--- src/rtl/eth_tx_sequencer_pkg.sv ---
`default_nettype none
// ============================================================================
// Module      : eth_tx_sequencer_pkg
// Description : Shared types and constants for the Ethernet TX path
//               (sequencer FSM states, preamble/SFD bytes, FCS length).
//               Also used by the CRC and Wishbone FIFO side.
// Revision    : 1.0 - initial release
// ============================================================================
package eth_tx_sequencer_pkg;

  typedef enum logic [2:0] {
    S_IDLE     = 3'd0,
    S_PREAMBLE = 3'd1,
    S_SFD      = 3'd2,
    S_FETCH    = 3'd3,
    S_LOAD     = 3'd4,
    S_SEND     = 3'd5,
    S_IFG      = 3'd6
  } eth_tx_state_t;

  localparam logic [7:0] PREAMBLE_BYTE = 8'h55;
  localparam logic [7:0] SFD_BYTE      = 8'hD5;
  localparam int         FCS_BYTES     = 4;
  localparam int         LEN_W         = 11;
  localparam int         REM_W         = 12;

  // A frame length is usable when it carries at least one payload byte and
  // does not exceed the configured maximum.
  function automatic logic len_is_valid(input logic [LEN_W-1:0] len,
                                        input logic [LEN_W-1:0] max_len);
    return (len != '0) && (len <= max_len);
  endfunction

endpackage
`default_nettype wire

--- src/rtl/eth_tx_sequencer_if.sv ---
`default_nettype none
// ============================================================================
// Module      : eth_tx_sequencer_if
// Description : Bundles the TX FIFO read port and the byte-wide MAC/PHY
//               stream of the TX sequencer. Signal prefixes are given from
//               the sequencer's point of view.
//   o_fifo_rd    : FIFO pop request
//   i_fifo_data  : FIFO read data, valid the cycle after o_fifo_rd
//   i_fifo_empty : FIFO empty flag
//   o_tx_data    : stream byte
//   o_tx_valid   : stream valid
//   o_tx_last    : marks the final FCS byte
//   i_tx_ready   : stream ready
//   master = sequencer side, slave = FIFO/PHY side
// Revision    : 1.0 - initial release
// ============================================================================
interface eth_tx_sequencer_if;

  logic       o_fifo_rd;
  logic [7:0] i_fifo_data;
  logic       i_fifo_empty;
  logic [7:0] o_tx_data;
  logic       o_tx_valid;
  logic       o_tx_last;
  logic       i_tx_ready;

  modport master (
    output o_fifo_rd,
    input  i_fifo_data,
    input  i_fifo_empty,
    output o_tx_data,
    output o_tx_valid,
    output o_tx_last,
    input  i_tx_ready
  );

  modport slave (
    input  o_fifo_rd,
    output i_fifo_data,
    output i_fifo_empty,
    input  o_tx_data,
    input  o_tx_valid,
    input  o_tx_last,
    output i_tx_ready
  );

endinterface
`default_nettype wire

--- src/rtl/eth_tx_sequencer.sv ---
`default_nettype none
// ============================================================================
// Module      : eth_tx_sequencer
// Description : Frame-level TX scheduler. On an accepted start it sends
//               PREAMBLE_LEN x 0x55 plus SFD, drains frame_len+4 bytes
//               (payload + FCS) from the TX FIFO to the byte stream, then
//               holds off for IFG_CYCLES. Sole reader of the TX FIFO.
//   clk          : system clock
//   rst          : synchronous active-high reset
//   i_start      : start pulse, honoured only when idle
//   i_frame_len  : payload length excluding FCS, sampled with i_start
//   bus          : FIFO read port + TX byte stream (master modport)
//   o_busy       : high from cycle after accepted start to end of IFG
//   o_done       : 1-cycle pulse after the last-byte handshake
//   o_underrun   : 1-cycle pulse when the frame is aborted on FIFO starvation
//   o_err        : 1-cycle pulse when a start is rejected for bad length
// Revision    : 1.0 - initial release
// ============================================================================
module eth_tx_sequencer
  import eth_tx_sequencer_pkg::*;
#(
  parameter int PREAMBLE_LEN    = 7,
  parameter int IFG_CYCLES      = 96,
  parameter int MAX_FRAME_LEN   = 1514,
  parameter int UNDERRUN_CYCLES = 64
) (
  input  wire logic             clk,
  input  wire logic             rst,
  input  wire logic             i_start,
  input  wire logic [LEN_W-1:0] i_frame_len,
  eth_tx_sequencer_if.master    bus,
  output logic                  o_busy,
  output logic                  o_done,
  output logic                  o_underrun,
  output logic                  o_err
);

  localparam int c_pre_w = $clog2(PREAMBLE_LEN + 1);
  localparam int c_wd_w  = $clog2(UNDERRUN_CYCLES + 1);
  localparam int c_ifg_w = $clog2(IFG_CYCLES + 1);

  localparam logic [c_pre_w-1:0] c_pre_last = c_pre_w'(PREAMBLE_LEN - 1);
  localparam logic [c_wd_w-1:0]  c_wd_last  = c_wd_w'(UNDERRUN_CYCLES - 1);
  localparam logic [c_ifg_w-1:0] c_ifg_last = c_ifg_w'(IFG_CYCLES - 1);
  localparam logic [LEN_W-1:0]   c_max_len  = LEN_W'(MAX_FRAME_LEN);
  localparam logic [REM_W-1:0]   c_fcs      = REM_W'(FCS_BYTES);

  eth_tx_state_t      r_state;
  logic [REM_W-1:0]   r_remaining;
  logic [c_pre_w-1:0] r_pre_cnt;
  logic [c_wd_w-1:0]  r_wd_cnt;
  logic [c_ifg_w-1:0] r_ifg_cnt;
  logic [7:0]         r_tx_data;
  logic               r_tx_valid;
  logic               r_tx_last;
  logic               r_busy;
  logic               r_done;
  logic               r_underrun;
  logic               r_err;

  logic w_hs;
  logic w_len_ok;

  assign w_hs     = r_tx_valid && bus.i_tx_ready;
  assign w_len_ok = len_is_valid(i_frame_len, c_max_len);

  // Pop is combinational so the byte lands in S_LOAD one cycle later.
  assign bus.o_fifo_rd  = (r_state == S_FETCH) && !bus.i_fifo_empty;
  assign bus.o_tx_data  = r_tx_data;
  assign bus.o_tx_valid = r_tx_valid;
  assign bus.o_tx_last  = r_tx_last;
  assign o_busy         = r_busy;
  assign o_done         = r_done;
  assign o_underrun     = r_underrun;
  assign o_err          = r_err;

  always_ff @(posedge clk) begin
    if (rst) begin
      r_state     <= S_IDLE;
      r_remaining <= '0;
      r_pre_cnt   <= '0;
      r_wd_cnt    <= '0;
      r_ifg_cnt   <= '0;
      r_tx_data   <= '0;
      r_tx_valid  <= 1'b0;
      r_tx_last   <= 1'b0;
      r_busy      <= 1'b0;
      r_done      <= 1'b0;
      r_underrun  <= 1'b0;
      r_err       <= 1'b0;
    end else begin
      // Status strobes default low so every assertion is a single cycle.
      r_done     <= 1'b0;
      r_underrun <= 1'b0;
      r_err      <= 1'b0;

      case (r_state)
        S_IDLE: begin
          if (i_start) begin
            if (w_len_ok) begin
              r_remaining <= {1'b0, i_frame_len} + c_fcs;
              r_tx_data   <= PREAMBLE_BYTE;
              r_tx_valid  <= 1'b1;
              r_tx_last   <= 1'b0;
              r_pre_cnt   <= '0;
              r_busy      <= 1'b1;
              r_state     <= S_PREAMBLE;
            end else begin
              r_err <= 1'b1;
            end
          end
        end

        S_PREAMBLE: begin
          if (w_hs) begin
            if (r_pre_cnt == c_pre_last) begin
              r_pre_cnt <= '0;
              r_tx_data <= SFD_BYTE;
              r_state   <= S_SFD;
            end else begin
              r_pre_cnt <= r_pre_cnt + 1'b1;
            end
          end
        end

        S_SFD: begin
          if (w_hs) begin
            r_tx_valid <= 1'b0;
            r_state    <= S_FETCH;
          end
        end

        S_FETCH: begin
          if (!bus.i_fifo_empty) begin
            r_wd_cnt <= '0;
            r_state  <= S_LOAD;
          end else if (r_wd_cnt == c_wd_last) begin
            // Starved too long: truncate the frame, still honour the IFG.
            r_wd_cnt   <= '0;
            r_underrun <= 1'b1;
            r_ifg_cnt  <= '0;
            r_state    <= S_IFG;
          end else begin
            r_wd_cnt <= r_wd_cnt + 1'b1;
          end
        end

        S_LOAD: begin
          r_tx_data  <= bus.i_fifo_data;
          r_tx_valid <= 1'b1;
          r_tx_last  <= (r_remaining == REM_W'(1));
          r_state    <= S_SEND;
        end

        S_SEND: begin
          if (w_hs) begin
            r_remaining <= r_remaining - 1'b1;
            r_tx_valid  <= 1'b0;
            r_tx_last   <= 1'b0;
            if (r_remaining == REM_W'(1)) begin
              r_done    <= 1'b1;
              r_ifg_cnt <= '0;
              r_state   <= S_IFG;
            end else begin
              r_state <= S_FETCH;
            end
          end
        end

        S_IFG: begin
          if (r_ifg_cnt == c_ifg_last) begin
            r_ifg_cnt <= '0;
            r_busy    <= 1'b0;
            r_state   <= S_IDLE;
          end else begin
            r_ifg_cnt <= r_ifg_cnt + 1'b1;
          end
        end

        default: begin
          r_tx_valid <= 1'b0;
          r_tx_last  <= 1'b0;
          r_busy     <= 1'b0;
          r_state    <= S_IDLE;
        end
      endcase
    end
  end

endmodule
`default_nettype wire

--- src/flat_wrapper.sv ---
// flat-port wrapper written by rule: the top's interface ports become plain ports
module eth_tx_sequencer_flat import eth_tx_sequencer_pkg::*;
#(
  parameter int PREAMBLE_LEN    = 7,
  parameter int IFG_CYCLES      = 96,
  parameter int MAX_FRAME_LEN   = 1514,
  parameter int UNDERRUN_CYCLES = 64
)
  (clk, rst, i_start, i_frame_len, o_busy, o_done, o_underrun, o_err, bus_o_fifo_rd, bus_i_fifo_data, bus_i_fifo_empty, bus_o_tx_data, bus_o_tx_valid, bus_o_tx_last, bus_i_tx_ready);
  eth_tx_sequencer_if bus_i ();
  input  wire logic clk;
  input  wire logic rst;
  input  wire logic i_start;
  input  wire logic [LEN_W-1:0] i_frame_len;
  output logic o_busy;
  output logic o_done;
  output logic o_underrun;
  output logic o_err;
  output wire logic [$bits(bus_i.o_fifo_rd)-1:0] bus_o_fifo_rd;
  input wire logic [$bits(bus_i.i_fifo_data)-1:0] bus_i_fifo_data;
  input wire logic [$bits(bus_i.i_fifo_empty)-1:0] bus_i_fifo_empty;
  output wire logic [$bits(bus_i.o_tx_data)-1:0] bus_o_tx_data;
  output wire logic [$bits(bus_i.o_tx_valid)-1:0] bus_o_tx_valid;
  output wire logic [$bits(bus_i.o_tx_last)-1:0] bus_o_tx_last;
  input wire logic [$bits(bus_i.i_tx_ready)-1:0] bus_i_tx_ready;
  assign bus_o_fifo_rd = bus_i.o_fifo_rd;
  assign bus_i.i_fifo_data = bus_i_fifo_data;
  assign bus_i.i_fifo_empty = bus_i_fifo_empty;
  assign bus_o_tx_data = bus_i.o_tx_data;
  assign bus_o_tx_valid = bus_i.o_tx_valid;
  assign bus_o_tx_last = bus_i.o_tx_last;
  assign bus_i.i_tx_ready = bus_i_tx_ready;
  eth_tx_sequencer #(.PREAMBLE_LEN(PREAMBLE_LEN), .IFG_CYCLES(IFG_CYCLES), .MAX_FRAME_LEN(MAX_FRAME_LEN), .UNDERRUN_CYCLES(UNDERRUN_CYCLES)) u_core (.clk(clk), .rst(rst), .i_start(i_start), .i_frame_len(i_frame_len), .bus(bus_i), .o_busy(o_busy), .o_done(o_done), .o_underrun(o_underrun), .o_err(o_err));
endmodule
--- config.mk ---
export PLATFORM = sky130hd
export DESIGN_NAME = eth_tx_sequencer_flat
export DESIGN_NICKNAME = d
export VERILOG_FILES = /design/src/rtl/eth_tx_sequencer_pkg.sv /design/src/rtl/eth_tx_sequencer_if.sv /design/src/rtl/eth_tx_sequencer.sv /design/src/flat_wrapper.sv
export SDC_FILE = /design/constraint.sdc
export NUM_CORES = 1
export LEC_CHECK = 0
export CORE_MARGIN = 2
export CORE_UTILIZATION = 55
export CTS_CLUSTER_DIAMETER = 30
export DETAILED_ROUTE_END_ITERATION = 6
export PLACE_DENSITY = 0.8
export SYNTH_ARGS = -nofsm -noshare
export SYNTH_HDL_FRONTEND = slang
export SYNTH_SLANG_ARGS = --single-unit
--- constraint.sdc ---
create_clock -name clk -period 2.33 [get_ports clk]
set_clock_uncertainty 0.2 [all_clocks]
set_input_delay 0.466 -clock clk [delete_from_list [all_inputs] [get_ports clk]]
set_output_delay 0.466 -clock clk [all_outputs]
set_load 0.02 [all_outputs]
==> Word level (Yosys, flattened, before mapping) <==
Index checks and enable logic that the tools add are counted.
{ "word_totals": {"n_memories": 0, "mem_bits_rw": 0, "register_bits": 46, "mem_bits_ro": 0, "latch_bits": 0} }
{ "classes": {"eq_ne": 22, "n_bitwise": 9, "n_reduce_logical": 25, "n_div": 0, "shifts": 0, "magnitude_cmp": 1, "n_mux": 45, "add_sub_neg": 5, "multipliers": 0} }
{ "op_table": {"columns": ["op", "count"], "rows": [
  ["$mux W7", 7],
  ["$mux W3", 14],
  ["$mux W12", 3],
  ["$mux W8", 4],
  ["$pmux W12 S2", 1],
  ["$pmux W8 S3", 1],
  ["$pmux W3 S7", 1],
  ["$pmux W7 S3", 1],
  ["$reduce_and A4 Y1", 5],
  ["$ne A2 B1 Y1 const B", 8],
  ["$add A7 B1 Y7 const B", 2],
  ["$add A11 B3 Y12 const B", 1],
  ["$eq A12 B1 Y1 const B", 1],
  ["$eq A3 B3 Y1 const B", 4],
  ["$reduce_or A3 Y1", 4],
  ["$sub A12 B1 Y12 const B", 1],
  ["$le A11 B11 Y1 const B", 1],
  ["$reduce_bool A11 Y1", 1],
  ["$reduce_and A5 Y1", 2],
  ["$mux W1", 9],
  ["$not A1 Y1", 9],
  ["$pmux W1 S4", 2],
  ["$reduce_and A8 Y1", 1],
  ["$eq A7 B6 Y1 const B", 1],
  ["16 further kinds", 23]
]} }

==> Logic depth before layout (Yosys ltp) <==
{ "logic_depth": {"word_depth": 5, "mapped_depth": 9, "mapped_depth_nobuf": 7} }

==> Worst setup path after synthesis <==
No wires, ideal clock.
{ "synth_path": {"path_type": "input -> register", "startpoint": "input port i_frame_len[2]", "endpoint": "register u_core.r_remaining[11]", "cell_stages": 9, "arrival_ns": 1.885, "slack_ns": 0.157, "required_time_ns": 2.042, "setup_ns": 0.088, "path_cell_list": "inv_1 ha_1 nor4b_1 and3_1 a211o_1 buf_6 and2_4 buf_6 o32ai_2"} }
{ "synth_between": {"elab_chain_len": 4} }
{ "synth_rtl": {"columns": ["item", "line_no", "source"], "rows": [
  ["start: declaration", "flat_wrapper.sv:14", "input wire logic [LEN_W-1:0] i_frame_len;"],
  ["$add A11 B3 Y12, or another cell as far along", "eth_tx_sequencer.sv:101", "r_remaining <= {1'b0, i_frame_len} + c_fcs;"],
  ["$mux W12 / $logic_and A1 B1 Y1 (equally long branches)", "eth_tx_sequencer.sv:100, eth_tx_sequencer_pkg.sv:31", null],
  ["$mux W12 / $ne A2 B1 Y1 (equally long branches)", null, null],
  ["$pmux W12 S2 / $reduce_and A4 Y1 (equally long branches)", null, null],
  ["end signal: assignment", "eth_tx_sequencer.sv:101", null],
  ["end signal: assignment", "eth_tx_sequencer.sv:157", "r_remaining <= r_remaining - 1'b1;"],
  ["end: declaration", "eth_tx_sequencer.sv:49", "logic [REM_W-1:0] r_remaining;"]
]} }
Several ways; a longest one is shown, not always the timed one. The select of a mux whose other input is x is not followed.
A chain may end at the register's enable or synchronous reset.

==> Final worst setup path <==
{ "layout_path": {"startpoint": "input port i_frame_len[0]", "endpoint": "register u_core.r_tx_data[1] (netlist: u_core.bus.o_tx_data[1])"} }
{ "layout_between": {"elab_chain_len": 4} }
{ "layout_rtl": {"columns": ["item", "line_no", "source"], "rows": [
  ["$le A11 B11 Y1 / $reduce_bool A11 Y1 (equally long branches)", "eth_tx_sequencer_pkg.sv:31", "return (len != '0) && (len <= max_len);"],
  ["$logic_and A1 B1 Y1 (*)", "eth_tx_sequencer_pkg.sv:31", null],
  ["$ne A2 B1 Y1 (no line) (*)", null, null],
  ["$reduce_and A5 Y1 (no line) (*)", null, null],
  ["end signal: assignment", "eth_tx_sequencer.sv:149", "r_tx_data <= bus.i_fifo_data;"],
  ["end: declaration", "eth_tx_sequencer.sv:53", "logic [7:0] r_tx_data;"]
]} }
Every way passes the cells marked *; elsewhere a longest branch is shown, timed or not.

==> impl_metrics.tcl <==
set metrics [dict create \
    run_status "finished clean" \
    layout.filler_cells 412 \
    io_pins 39 \
    delay_of_the_slowest_cell_on_the_worst_path_ps 490 \
    hold_path_depth 1 \
    final.setup.tns_ps 0 \
    place.detailed.hpwl_mm 5.58 \
    synth.net_count 385 \
    cp_num_buf_inv 2 \
    post_cts_hold_buffer_count 0 \
    antenna_found_initial 0 \
    numCtsBuffers 5 \
    h-tree-depth 2 \
    timing.max_cap.violations 0 \
    total_leakage_power_uw 0.00145 \
    hold_start "u_core.r_wd_cnt[6]$_SDFFE_PP0N_" \
    p_sw_share_pct 37.1 \
    vdd.ir_drop.worst_mv 0.383 \
    synthDistinctLibCells 64 \
    multi_input_comb_area_sq_um 1820 \
    synth-seq-area-share_pct 32.2 \
    flow.area_growth_from_synthesis_pct 29.4 \
    critPathRequiredTime_ps 2330 \
    first_global_vias 2822 \
    clock_power_share_pct 20.3 \
    worst_path_max_delay_cell "a2111o_1" \
    rows 26 \
    most_common_flop_cell_mapped_by_yosys "dfxtp_1" \
    wl_per_cell_um 16.0 \
    initial_core_utilization_pct 56.4 \
    detail-route-antenna-nets 0 \
    hold_viol 0 \
    synthesized_flop_and_latch_total 46 \
    grt_start_max_net_pins 25 \
    hold_path_class "reg2reg" \
    worstSetupPathDepth 7 \
    period_minus_slack_ps 2250 \
    achievable-frequency_mhz 445 \
    die-area_sq_um 5800 \
    grt_pass1_wl_mm 13.1 \
    wirelength_mm 7.89 \
    post_synth_instance_area_sq_um 2860 \
    grtUsageTotal_pct 27.3 \
    synthCells 354 \
    drc 0 \
    critical_path.reg2reg.endpoint "u_core.r_ifg_cnt[4]$_SDFFE_PP0P_" \
    drt_first_iter_violations 257 \
    max-clock-path-buffers 2 \
    cts_tree "yes" \
    seqCellArea_sq_um 923 \
    crit_chain "clkdlybuf4s50_1, and3b_1, o21ai_1, buf_4, a2111o_1, a221oi_2, nor3_1" \
    power.density_cell_area_nw_per_um2 701 \
    leading_cell_type_in_the_layout_fill_and_taps_excluded "buf_4" \
    nNetsFinal 454 \
    max-slew-margin-rel_pct 54.8 \
    setup_slack_ps 82.8 \
    grt.overflow.total 0 \
    rsz0062_at_grt "no" \
    period_utilisation_layout_pct 96.4 \
    mostFrequentLayoutCells "buf_4, dfxtp_1, a21oi_1" \
    critical_path.endpoint_type "register" \
    core-area_sq_um 5070 \
    timing.critical_path.from_type "input port" \
    worstRegToRegCells 5 \
    portion_of_total_power_attributed_to_combinational_logic_pct 41.8 \
    routed-via-count 3032 \
    final_core_util_pct 73.0 \
    gp_congestion 0.905 \
    place_worst_setup_slack_ps -471 \
    r2r_slack_ps 160 \
    fin_worst_hold_slack_ps 275 \
    timing.critical_path.max_delay_family "compound AO/OA/AOI/OAI gates" \
    edff_count_synth 0 \
    critical_path.max_fanout 3 \
    total_switching_power_uw 964 \
    cell_internal_pwr_uw 1630 \
    clk_pin_slew_ps 90 \
    numClockSinks 46 \
    async_reset_ff_share_pct 0 \
    insertion_delay_ps 310 \
    finalSetupViolations 0 \
    floorplan.die.height_um 76.1 \
    setup.worst_path.class "in2reg" \
    num_antenna_cells 0 \
    holdPathEnd "u_core.r_wd_cnt[6]$_SDFFE_PP0N_" \
    cts_root_buf "clkbuf_8" \
    cp.arrival_ps 2250 \
    dieWidth_um 76.1 \
    r2r-start "u_core.r_remaining[11]$_SDFFE_PP0P_" \
    port-buffer-count 38 \
    share_of_cells_above_drive_strength_1_pct 19.3 \
    final_max_slew_viol_count 0 \
    sequentialPowerShare_pct 38.0 \
    drt-pass1-iter-count 5 \
    route.detailed.vias_per_inst 6.14 \
    synth.avg_cell_area_sq_um 8.08 \
    yosys_warnings 0 \
    tightest_slew_ps 672 \
]
[through the flow]
step / cell area [sq um] / total power (uW) / std cells
after floorplan: 2860 / 1640 / 354
after global placement: 3570 / 2010 / 485
after detailed placement: 3570 / 2030 / 485
after CTS: 3700 / 2580 / 494
after global routing: 3700 / 2750 / 494
final: 3700 / 2600 / 494
[cell type report]
type                    count  area share [%]
clock inverters             2           0.338
repair buffers             85            20.0
inverters                  11            1.11
flip-flops and latches     46            24.9
well taps                  70            2.36
clock buffers               6            2.23
multi-input cells         274            49.1
[power groups by stage]
stage,clock [uW],combinational (uW),sequential (uW)
detailed placement,0,1030,995
global placement,0,1020,990
global route,568,1180,1000
floorplan,0,637,1010
finish,527,1080,985
CTS,529,1070,978
[registers in the layout (all words and copies together), names as in the netlist]
name	cells
u_core.o_err	1
u_core.bus.o_tx_valid	1
u_core.o_busy	1
u_core.r_wd_cnt	7
u_core.o_underrun	1
u_core.bus.o_tx_data	8
u_core.bus.o_tx_last	1
u_core.r_remaining	12
u_core.r_state	3
u_core.r_pre_cnt	3
u_core.r_ifg_cnt	7
u_core.o_done	1
[layer usage]
metal  vias to the layer above  wire length [um]  global-route usage, %
met4                         0               127                   10.9
met2                       129              3680                   42.9
met1                      1412              3570                   37.9
met5                         -                 0                      0
li1                       1479                 -                      -
met3                        12               501                   4.27
[kinds of logic after synthesis]
family	count (synthesis)	share of synthesized area [%]
AOI/OAI and AO/OA	114	30.3
and+or+nand+nor	146	27.1
muxes	1	0.350
buffers and inverters	34	5.20
adders and majority gates	7	3.06
xor gates and xnor gates	6	1.84
DFF	46	32.2
[what timing repair did]
action / in CTS / in global routing
buffers inserted: 1 / 0
gates cloned: 0 / 0
resized for setup: 9 / 3
setup endpoints to repair: 22 / 3
pin swaps: 3 / 1
[cell usage after synthesis, drive strengths merged, types with 8 or more instances]
library cell | count | share of area [%]
dfxtp | 46 | 32
a21oi | 37 | 6.6
nor2 | 35 | 4.6
nand2 | 29 | 3.8
clkbuf | 14 | 1.8
nor3 | 14 | 2.6
o21ai | 13 | 2.3
inv | 11 | 1.4
nand2b | 10 | 2.2
nand3 | 10 | 1.7
buf | 9 | 1.9
o32ai | 8 | 4.3
[worst max path at each step]
stage	slack [ps]	startpoint	endpoint
3_3_place_gp	-420	i_frame_len[3]	u_core.r_remaining[1]$_SDFFE_PP0P_
2_1_floorplan	160	i_frame_len[2]	u_core.r_remaining[11]$_SDFFE_PP0P_
5_1_grt	4	u_core.r_wd_cnt[0]$_SDFFE_PP0N_	u_core.r_state[2]$_SDFFE_PP0P_
3_5_place_dp	-470	i_frame_len[2]	u_core.r_remaining[1]$_SDFFE_PP0P_
4_1_cts	4	u_core.r_state[0]$_SDFFE_PP0P_	bus_o_fifo_rd
6_report	80	i_frame_len[0]	u_core.bus.o_tx_data[1]$_SDFFE_PP0P_
Note: power is estimated with default switching activity, not from simulation.
